==> config.mk <==
export PLATFORM = sky130hd
export DESIGN_NAME = pipeline_stall_ctrl
export DESIGN_NICKNAME = d
export VERILOG_FILES = /design/src/rtl/pipeline_stall_ctrl_pkg.sv /design/src/rtl/pipeline_stall_ctrl_sat_counter.sv /design/src/rtl/pipeline_stall_ctrl.sv
export SDC_FILE = /design/constraint.sdc
export NUM_CORES = 1
export LEC_CHECK = 0
export CAP_MARGIN = 20
export CORE_AREA = 2 2 39 41
export DETAILED_ROUTE_END_ITERATION = 16
export DIE_AREA = 0 0 41 43
export GPL_TIMING_DRIVEN = 0
export PLACE_DENSITY = 0.67
export SLEW_MARGIN = 20
export SYNTH_ARGS = -nofsm -noshare
export SYNTH_HDL_FRONTEND = slang
export SYNTH_SLANG_ARGS = --single-unit
==> constraint.sdc <==
create_clock -name clk -period 2.18 [get_ports clk]
set_input_delay 0.436 -clock clk [delete_from_list [all_inputs] [get_ports clk]]
set_output_delay 0.436 -clock clk [all_outputs]
set_load 0.02 [all_outputs]
==> src/rtl/pipeline_stall_ctrl_pkg.sv <==
// Shared types for the pipeline stall/flush controller: controller state and per-stage control pair.
// Pure definitions; no latency or flow-control behaviour of its own.
package pipeline_stall_ctrl_pkg;

  typedef enum logic [1:0] {
    RUN      = 2'd0,
    BR_FLUSH = 2'd1,
    MEM_WAIT = 2'd2
  } ctrl_state_e;

  typedef struct packed {
    logic en;
    logic flush;
  } stage_ctl_s;

endpackage

==> src/rtl/pipeline_stall_ctrl_sat_counter.sv <==
// Saturating up-counter with synchronous clear (clear wins over increment).
// Latency: count visible one clk after inc_i; holds at all-ones, never wraps.
module sat_counter #(
  parameter int W = 8
) (
  input  logic         clk,
  input  logic         n_reset,
  input  logic         clr_i,
  input  logic         inc_i,
  output logic [W-1:0] cnt_o
);

  logic [W-1:0] cnt_q;

  always_ff @(posedge clk or negedge n_reset) begin
    if (!n_reset) begin
      cnt_q <= '0;
    end else if (clr_i) begin
      cnt_q <= '0;
    end else if (inc_i && (cnt_q != '1)) begin
      cnt_q <= cnt_q + 1'b1;
    end
  end

  assign cnt_o = cnt_q;

endmodule

==> src/rtl/pipeline_stall_ctrl.sv <==
// Stall/flush sequencer for the 5-stage pipe; zero-cycle combinational reaction to inputs.
// Priority mem_busy > branch > bubble; STALL_PERF_CNT_EN adds stall/flush cycle counters.
module pipeline_stall_ctrl
  import pipeline_stall_ctrl_pkg::*;
#(
  parameter int BR_SHADOW  = 2,
  parameter int MAX_BUBBLE = 8,
  parameter int CNT_W      = 32
) (
  input  logic       clk,
  input  logic       n_reset,
  input  logic       bubble_i,
  input  logic       branch_taken_i,
  input  logic       mem_busy_i,
  output logic       pc_en_o,
  output logic       fd_en_o,
  output logic       dx_en_o,
  output logic       xm_en_o,
  output logic       mw_en_o,
  output logic       fd_flush_o,
  output logic       dx_flush_o,
  output logic       xm_flush_o,
  output logic       hazard_err_o,
  output logic [1:0] state_o
`ifdef STALL_PERF_CNT_EN
  ,
  output logic [CNT_W-1:0] stall_cyc_o,
  output logic [CNT_W-1:0] flush_cyc_o
`endif
);

  localparam int SH_W = (BR_SHADOW > 1) ? $clog2(BR_SHADOW) : 1;
  localparam int BW   = $clog2(MAX_BUBBLE);

  ctrl_state_e state_q, state_d;
  logic [SH_W-1:0] shadow_q, shadow_d;
  logic br_pend_q, br_pend_d;
  logic err_q, err_d;
  logic release_q, release_d;
  logic active_q;
  logic pc_en, mw_en, bub_stall, trip;
  stage_ctl_s fd_c, dx_c, xm_c;
  logic [BW-1:0] bub_cnt;

  // Holds every enable low until the first clock edge after reset release.
  always_ff @(posedge clk or negedge n_reset) begin
    if (!n_reset) begin
      state_q   <= RUN;
      shadow_q  <= '0;
      br_pend_q <= 1'b0;
      err_q     <= 1'b0;
      release_q <= 1'b0;
      active_q  <= 1'b0;
    end else begin
      state_q   <= state_d;
      shadow_q  <= shadow_d;
      br_pend_q <= br_pend_d;
      err_q     <= err_d;
      release_q <= release_d;
      active_q  <= 1'b1;
    end
  end

  always_comb begin
    state_d   = state_q;
    shadow_d  = shadow_q;
    br_pend_d = br_pend_q;
    err_d     = err_q;
    release_d = 1'b0;
    pc_en     = 1'b0;
    mw_en     = 1'b0;
    fd_c      = '0;
    dx_c      = '0;
    xm_c      = '0;
    bub_stall = 1'b0;
    trip      = 1'b0;
    if (active_q) begin
      if (mem_busy_i) begin
        state_d = MEM_WAIT;
        if (branch_taken_i) br_pend_d = 1'b1;
      end else if (branch_taken_i || br_pend_q) begin
        {pc_en, fd_c.en, dx_c.en, xm_c.en, mw_en} = '1;
        fd_c.flush = 1'b1;
        dx_c.flush = 1'b1;
        br_pend_d  = 1'b0;
        shadow_d   = SH_W'(BR_SHADOW - 1);
        state_d    = (BR_SHADOW > 1) ? BR_FLUSH : RUN;
      end else if (state_q == BR_FLUSH) begin
        // The shadow instruction is already dead, so a bubble request here is moot.
        {pc_en, fd_c.en, dx_c.en, xm_c.en, mw_en} = '1;
        fd_c.flush = 1'b1;
        shadow_d   = shadow_q - 1'b1;
        if (shadow_q == SH_W'(1)) state_d = RUN;
      end else if (bubble_i && !release_q) begin
        xm_c.en    = 1'b1;
        mw_en      = 1'b1;
        xm_c.flush = 1'b1;
        bub_stall  = 1'b1;
        state_d    = RUN;
        if (bub_cnt == BW'(MAX_BUBBLE - 1)) begin
          trip      = 1'b1;
          err_d     = 1'b1;
          release_d = 1'b1;
        end
      end else begin
        {pc_en, fd_c.en, dx_c.en, xm_c.en, mw_en} = '1;
        state_d = RUN;
      end
    end
  end

  sat_counter #(.W(BW)) u_bub_cnt (
    .clk     (clk),
    .n_reset (n_reset),
    .clr_i   (!bub_stall || trip),
    .inc_i   (bub_stall),
    .cnt_o   (bub_cnt)
  );

  assign pc_en_o      = pc_en;
  assign fd_en_o      = fd_c.en;
  assign dx_en_o      = dx_c.en;
  assign xm_en_o      = xm_c.en;
  assign mw_en_o      = mw_en;
  assign fd_flush_o   = fd_c.flush;
  assign dx_flush_o   = dx_c.flush;
  assign xm_flush_o   = xm_c.flush;
  assign hazard_err_o = err_q;
  assign state_o      = state_q;

`ifdef STALL_PERF_CNT_EN
  // Bubble insertion already shows up as stall cycles; flush cycles track branch kills only.
  sat_counter #(.W(CNT_W)) u_stall_cnt (
    .clk     (clk),
    .n_reset (n_reset),
    .clr_i   (1'b0),
    .inc_i   (active_q && !pc_en),
    .cnt_o   (stall_cyc_o)
  );

  sat_counter #(.W(CNT_W)) u_flush_cnt (
    .clk     (clk),
    .n_reset (n_reset),
    .clr_i   (1'b0),
    .inc_i   (fd_c.flush || dx_c.flush),
    .cnt_o   (flush_cyc_o)
  );
`endif

endmodule
Word level (Yosys, flattened, before mapping)
Index checks and enable logic that the tools add are counted.
{ "totals": {"in_bits": 5, "reg_bits": 10, "word_cells": 68} }
{ "op_classes": {"reduce_logical": 13, "bitwise": 3, "mux": 38, "n_addsub": 2, "n_eq_ne": 5} }
{ "ops": {"columns": ["operator", "n"], "rows": [
  ["2-to-1 mux 1 bit", 25],
  ["2-to-1 mux 2 bit", 11],
  ["2-to-1 mux 3 bit", 2],
  ["AND reduction 3 bit", 2],
  ["AND reduction 6 bit", 1],
  ["nonzero test 2 bit", 3],
  ["inequality test 4 bit (second input constant)", 1],
  ["adder 3 x 1 -> 3 bit (second input constant)", 1],
  ["== test 3 bit (second input constant)", 1],
  ["inequality test 3 bit (second input constant)", 1],
  ["inverter 1 bit", 3],
  ["== test 2 x 1 -> 1 bit (second input constant)", 1],
  ["logical AND 1 bit", 2],
  ["zero test 1 bit", 2],
  ["logical OR 1 bit", 2],
  ["inequality test 2 bit (second input constant)", 1],
  ["AND reduction 2 bit", 1],
  ["subtractor 1 bit (second input constant)", 1]
]} }

Depth between registers and ports, before layout
{ "logic_depth": {"ltp_word": 10, "ltp_mapped": 5, "depth_no_buf": 4} }

Modules after synthesis
Synthesis repeated with hierarchy kept, for this count alone.
{ "hier_totals": {"cells_unflattened": 50, "hier_area_um2": 549.3} }
{ "modules_own_cells": {"columns": ["mod", "seq_area_each_um2", "n_inst", "cells_per_inst", "area_per_inst_um2"], "rows": [
  ["pipeline_stall_ctrl", 175.2, 1, 35, 365.4],
  ["sat_counter", 75.1, 1, 15, 183.9]
]} }

Worst setup path after synthesis
No wires, ideal clock.
{ "synth_timing": {"path_type": "reg-to-output", "startpoint": "register state_q[1] (netlist: state_o[1])", "endpoint": "output fd_en_o", "setup_slack_ns": 0.193, "t_arrival_ns": 1.551, "stages_incl_launch_ff": 5, "t_required_ns": 1.744, "n_path_buf": 1, "path_cell_list": "dfrtp_1 > and2b_2 > nor2_1 > a31oi_1 > buf_4"} }
{ "synth_via": {"elab_chain_cells": 5} }
{ "synth_rtl": {"columns": ["element", "line", "source"], "rows": [
  ["from (decl)", "pipeline_stall_ctrl.sv:35", "ctrl_state_e state_q, state_d;"],
  ["from (signal assigned)", "pipeline_stall_ctrl.sv:55", "state_q <= state_d;"],
  ["== test 2 x 1 -> 1 bit", "pipeline_stall_ctrl.sv:88", "end else if (state_q == BR_FLUSH) begin"],
  ["2-to-1 mux 1 bit", "pipeline_stall_ctrl.sv:88", null],
  ["2-to-1 mux 2 bit", "pipeline_stall_ctrl.sv:81", "end else if (branch_taken_i || br_pend_q) begin"],
  ["2-to-1 mux 2 bit", "pipeline_stall_ctrl.sv:78", "if (mem_busy_i) begin"],
  ["2-to-1 mux 2 bit", "pipeline_stall_ctrl.sv:77", "if (active_q) begin"],
  ["to (decl)", "pipeline_stall_ctrl.sv:16", "output logic fd_en_o,"]
]} }
No other way between the ends.

Final worst setup path
{ "layout_timing": {"startpoint": "input mem_busy_i", "endpoint": "output dx_flush_o"} }
{ "layout_via": {"elab_chain_cells": 2} }
{ "layout_rtl": {"columns": ["element", "line", "source"], "rows": [
  ["from (decl)", "pipeline_stall_ctrl.sv:14", "input logic mem_busy_i,"],
  ["2-to-1 mux 2 bit", "pipeline_stall_ctrl.sv:78", null],
  ["2-to-1 mux 2 bit", "pipeline_stall_ctrl.sv:77", null],
  ["to (decl)", "pipeline_stall_ctrl.sv:21", "output logic dx_flush_o,"]
]} }
No other way between the ends.

==> flow_metrics.tcl <==
set metrics [dict create \
    ff2ff_path_depth 4 \
    cp_slowest_cell "clkdlybuf4s50_1" \
    antenna_found_initial 0 \
    insertion_delay_ns 0.26 \
    io_buffers 15 \
    synth.cell_area_sq_um 504 \
    drc 0 \
    fin_skew_ns 0.000990 \
    rsz0062_at_grt "false" \
    clock_path_buffers 2 \
    path_cells "clkdlybuf4s50_1 -> nand2b_4 -> inv_1 -> and2_2 -> dlygate4sd2_1" \
    cp_max_fo 4 \
    final_hold_viol_count 0 \
    ys.warnings.count 0 \
    cts-root-buf "clkbuf_4" \
    synth_edf_count 0 \
    finish.net_count 72 \
    hp-class "register to register" \
    final_util_pct 52.4 \
    firstDrtPassIters 2 \
    clock-sinks 10 \
    power_density_nw_per_um2 620 \
    drtIter0Drc 1 \
    core_area_sq_um 1380 \
    startpoint_type "primary input" \
    irDropWorstVdd_mv 0.338 \
    hold_depth 1 \
    grt_max_degree 11 \
    fp.dieW_microns 41 \
    io_pins 16 \
    syn_avg_cell_area_sq_um 11.7 \
    htree_levels 1 \
    core.rowCount 14 \
    grt_use_total_pct 12.2 \
    worstPathArrival_ns 1.65 \
    place_ws_ns -0.508 \
    max_freq_mhz 479 \
    synthArstFlopShare_pct 100 \
    postPlaceCellArea_sq_um 674 \
    cts_buffers 3 \
    crit_type "primary input to output pin" \
    setup_viol 0 \
    ant_nets 0 \
    grt_first_pass_wirelength_microns 1430 \
    detail_route.wl_per_cell_microns 10.6 \
    cts_tree "done" \
    final_cell_area_sq_um 726 \
    clkSlewWorstSetupHoldPaths_ns 0.06 \
    start_util_pct 36.4 \
    ys_ff_latch 10 \
    die_area_sq_um 1760 \
    r2r_slack_ns 0.83 \
    whs_ns 0.430 \
    min_from "u_bub_cnt.cnt_o[0]$_DFFE_PN0P_" \
    post-dp-hpwl_microns 691 \
    grt_pass1_vias 329 \
    synthesis.nets 50 \
    endpoint_kind "output pin" \
    power.leakage_nw 0.366 \
    cp.required_ns 1.74 \
    via_per_inst 4.68 \
    period_minus_slack_ns 2.09 \
    num_antenna_cells 0 \
    r2r_start "u_bub_cnt.cnt_o[0]$_DFFE_PN0P_" \
    slew_viol_final 0 \
    dr_total_vias 370 \
    setup_slack_ns 0.0902 \
    max_cap_violations 0 \
    status "finished clean" \
    area_growth_pct 43.9 \
    regToRegEndpoint "u_bub_cnt.cnt_o[0]$_DFFE_PN0P_" \
    period_share_pct 95.9 \
    ys_types 23 \
    seq_area_frac_synth_pct 49.6 \
    ys.flop_type "dfrtp_1" \
    die_h_microns 43 \
    synthCells 43 \
    gp_congestion 0.669 \
    layout-drive-gt1-share_pct 33.3 \
    hold_end "u_bub_cnt.cnt_o[0]$_DFFE_PN0P_" \
    critPathMaxStageDelay_ns 0.52 \
    routed_wl_microns 839 \
    overflow 0 \
]
how the worst max path moves through the flow:
stage,start,end,cells after the start
finish,mem_busy_i,dx_flush_o,5
floorplan,state_o[1]$_DFFE_PN0P_,fd_en_o,4
CTS,branch_taken_i,fd_en_o,7
global route,mem_busy_i,xm_flush_o,4
global placement,branch_taken_i,pc_en_o,7
detailed placement,branch_taken_i,fd_en_o,7
sequential cells by signal, indices dropped and copies added (netlist names):
| signal | cells |
|---|---|
| active_q | 1 |
| br_pend_q | 1 |
| hazard_err_o | 1 |
| release_q | 1 |
| shadow_q | 1 |
| state_o | 2 |
| u_bub_cnt.cnt_o | 3 |
synth_stat cells (all sizes together) (2+ instances only):
master,number,share of area [%]
dfrtp,10,50
and2,4,5.2
buf,4,6.7
inv,3,2.2
nor2,3,2.2
ha,2,5.0
nand2b,2,2.5
o31ai,2,3.0
critical path, delay by kind of cell:
family	cells	cell delay, ns
and+or+nand+nor	2	0.32
buffers and inverters	3	0.89
stage by stage:
| step | cells | setup TNS, ns | power, mW |
|---|---|---|---|
| CTS | 77 | -0.0687 | 0.452 |
| floorplan | 43 | 0 | 0.285 |
| finish | 79 | 0 | 0.450 |
| detailed placement | 74 | -2.60 | 0.329 |
| global route | 79 | 0 | 0.479 |
| global placement | 74 | -2.55 | 0.327 |
routing by layer:
metal / vias to the layer above / GRT usage, % / share of wire (%)
met2: 18 / 18.1 / 46
met1: 167 / 15.8 / 41
met5: - / 0 / 0
met4: 0 / 4.00 / 1.5
met3: 2 / 4.71 / 11
li1: 183 / - / -
cells in the final DEF, fill, tap and decap left out, types with 2 or more instances in the layout:
| master | n |
|---|---|
| buf_4 | 7 |
| inv_1 | 3 |
| dlygate4sd2_1 | 3 |
| dfrtp_1 | 10 |
| clkdlybuf4s50_1 | 6 |
| and2_1 | 3 |
| buf_2 | 2 |
| clkbuf_4 | 3 |
| ha_1 | 2 |
| nor2_1 | 2 |
| o31ai_1 | 2 |
power breakdown:
| group | switching [mW] | internal (mW) |
|---|---|---|
| clock network | 0.0568 | 0.0635 |
| registers | 0.0150 | 0.203 |
| logic | 0.0539 | 0.0582 |
| total | 0.126 | 0.325 |
kinds of logic after synthesis:
group	Yosys count	share of synthesized area, %
compound gates	7	9.68
fa+ha+maj	2	4.96
buf+inv	7	8.93
flops	10	49.6
mux	1	2.23
other cells	1	0.744
simple gates	15	23.8
cell type report:
class	instances	area, sq um
inverter	3	11.3
multi-input combinational	26	239
clock buffer	3	22.5
timing repair buffer	17	149
tap	16	20.0
fill	130	658
sequential	10	250
buffer	4	33.8
what timing repair did:
action,in CTS,in global routing
cloned,0,0
hold buffers,0,0
resized for setup,22,5
buffers inserted,0,2
endpoints found under the setup margin,8,5
pin swaps,0,2
(Power assumes the default switching activity.)
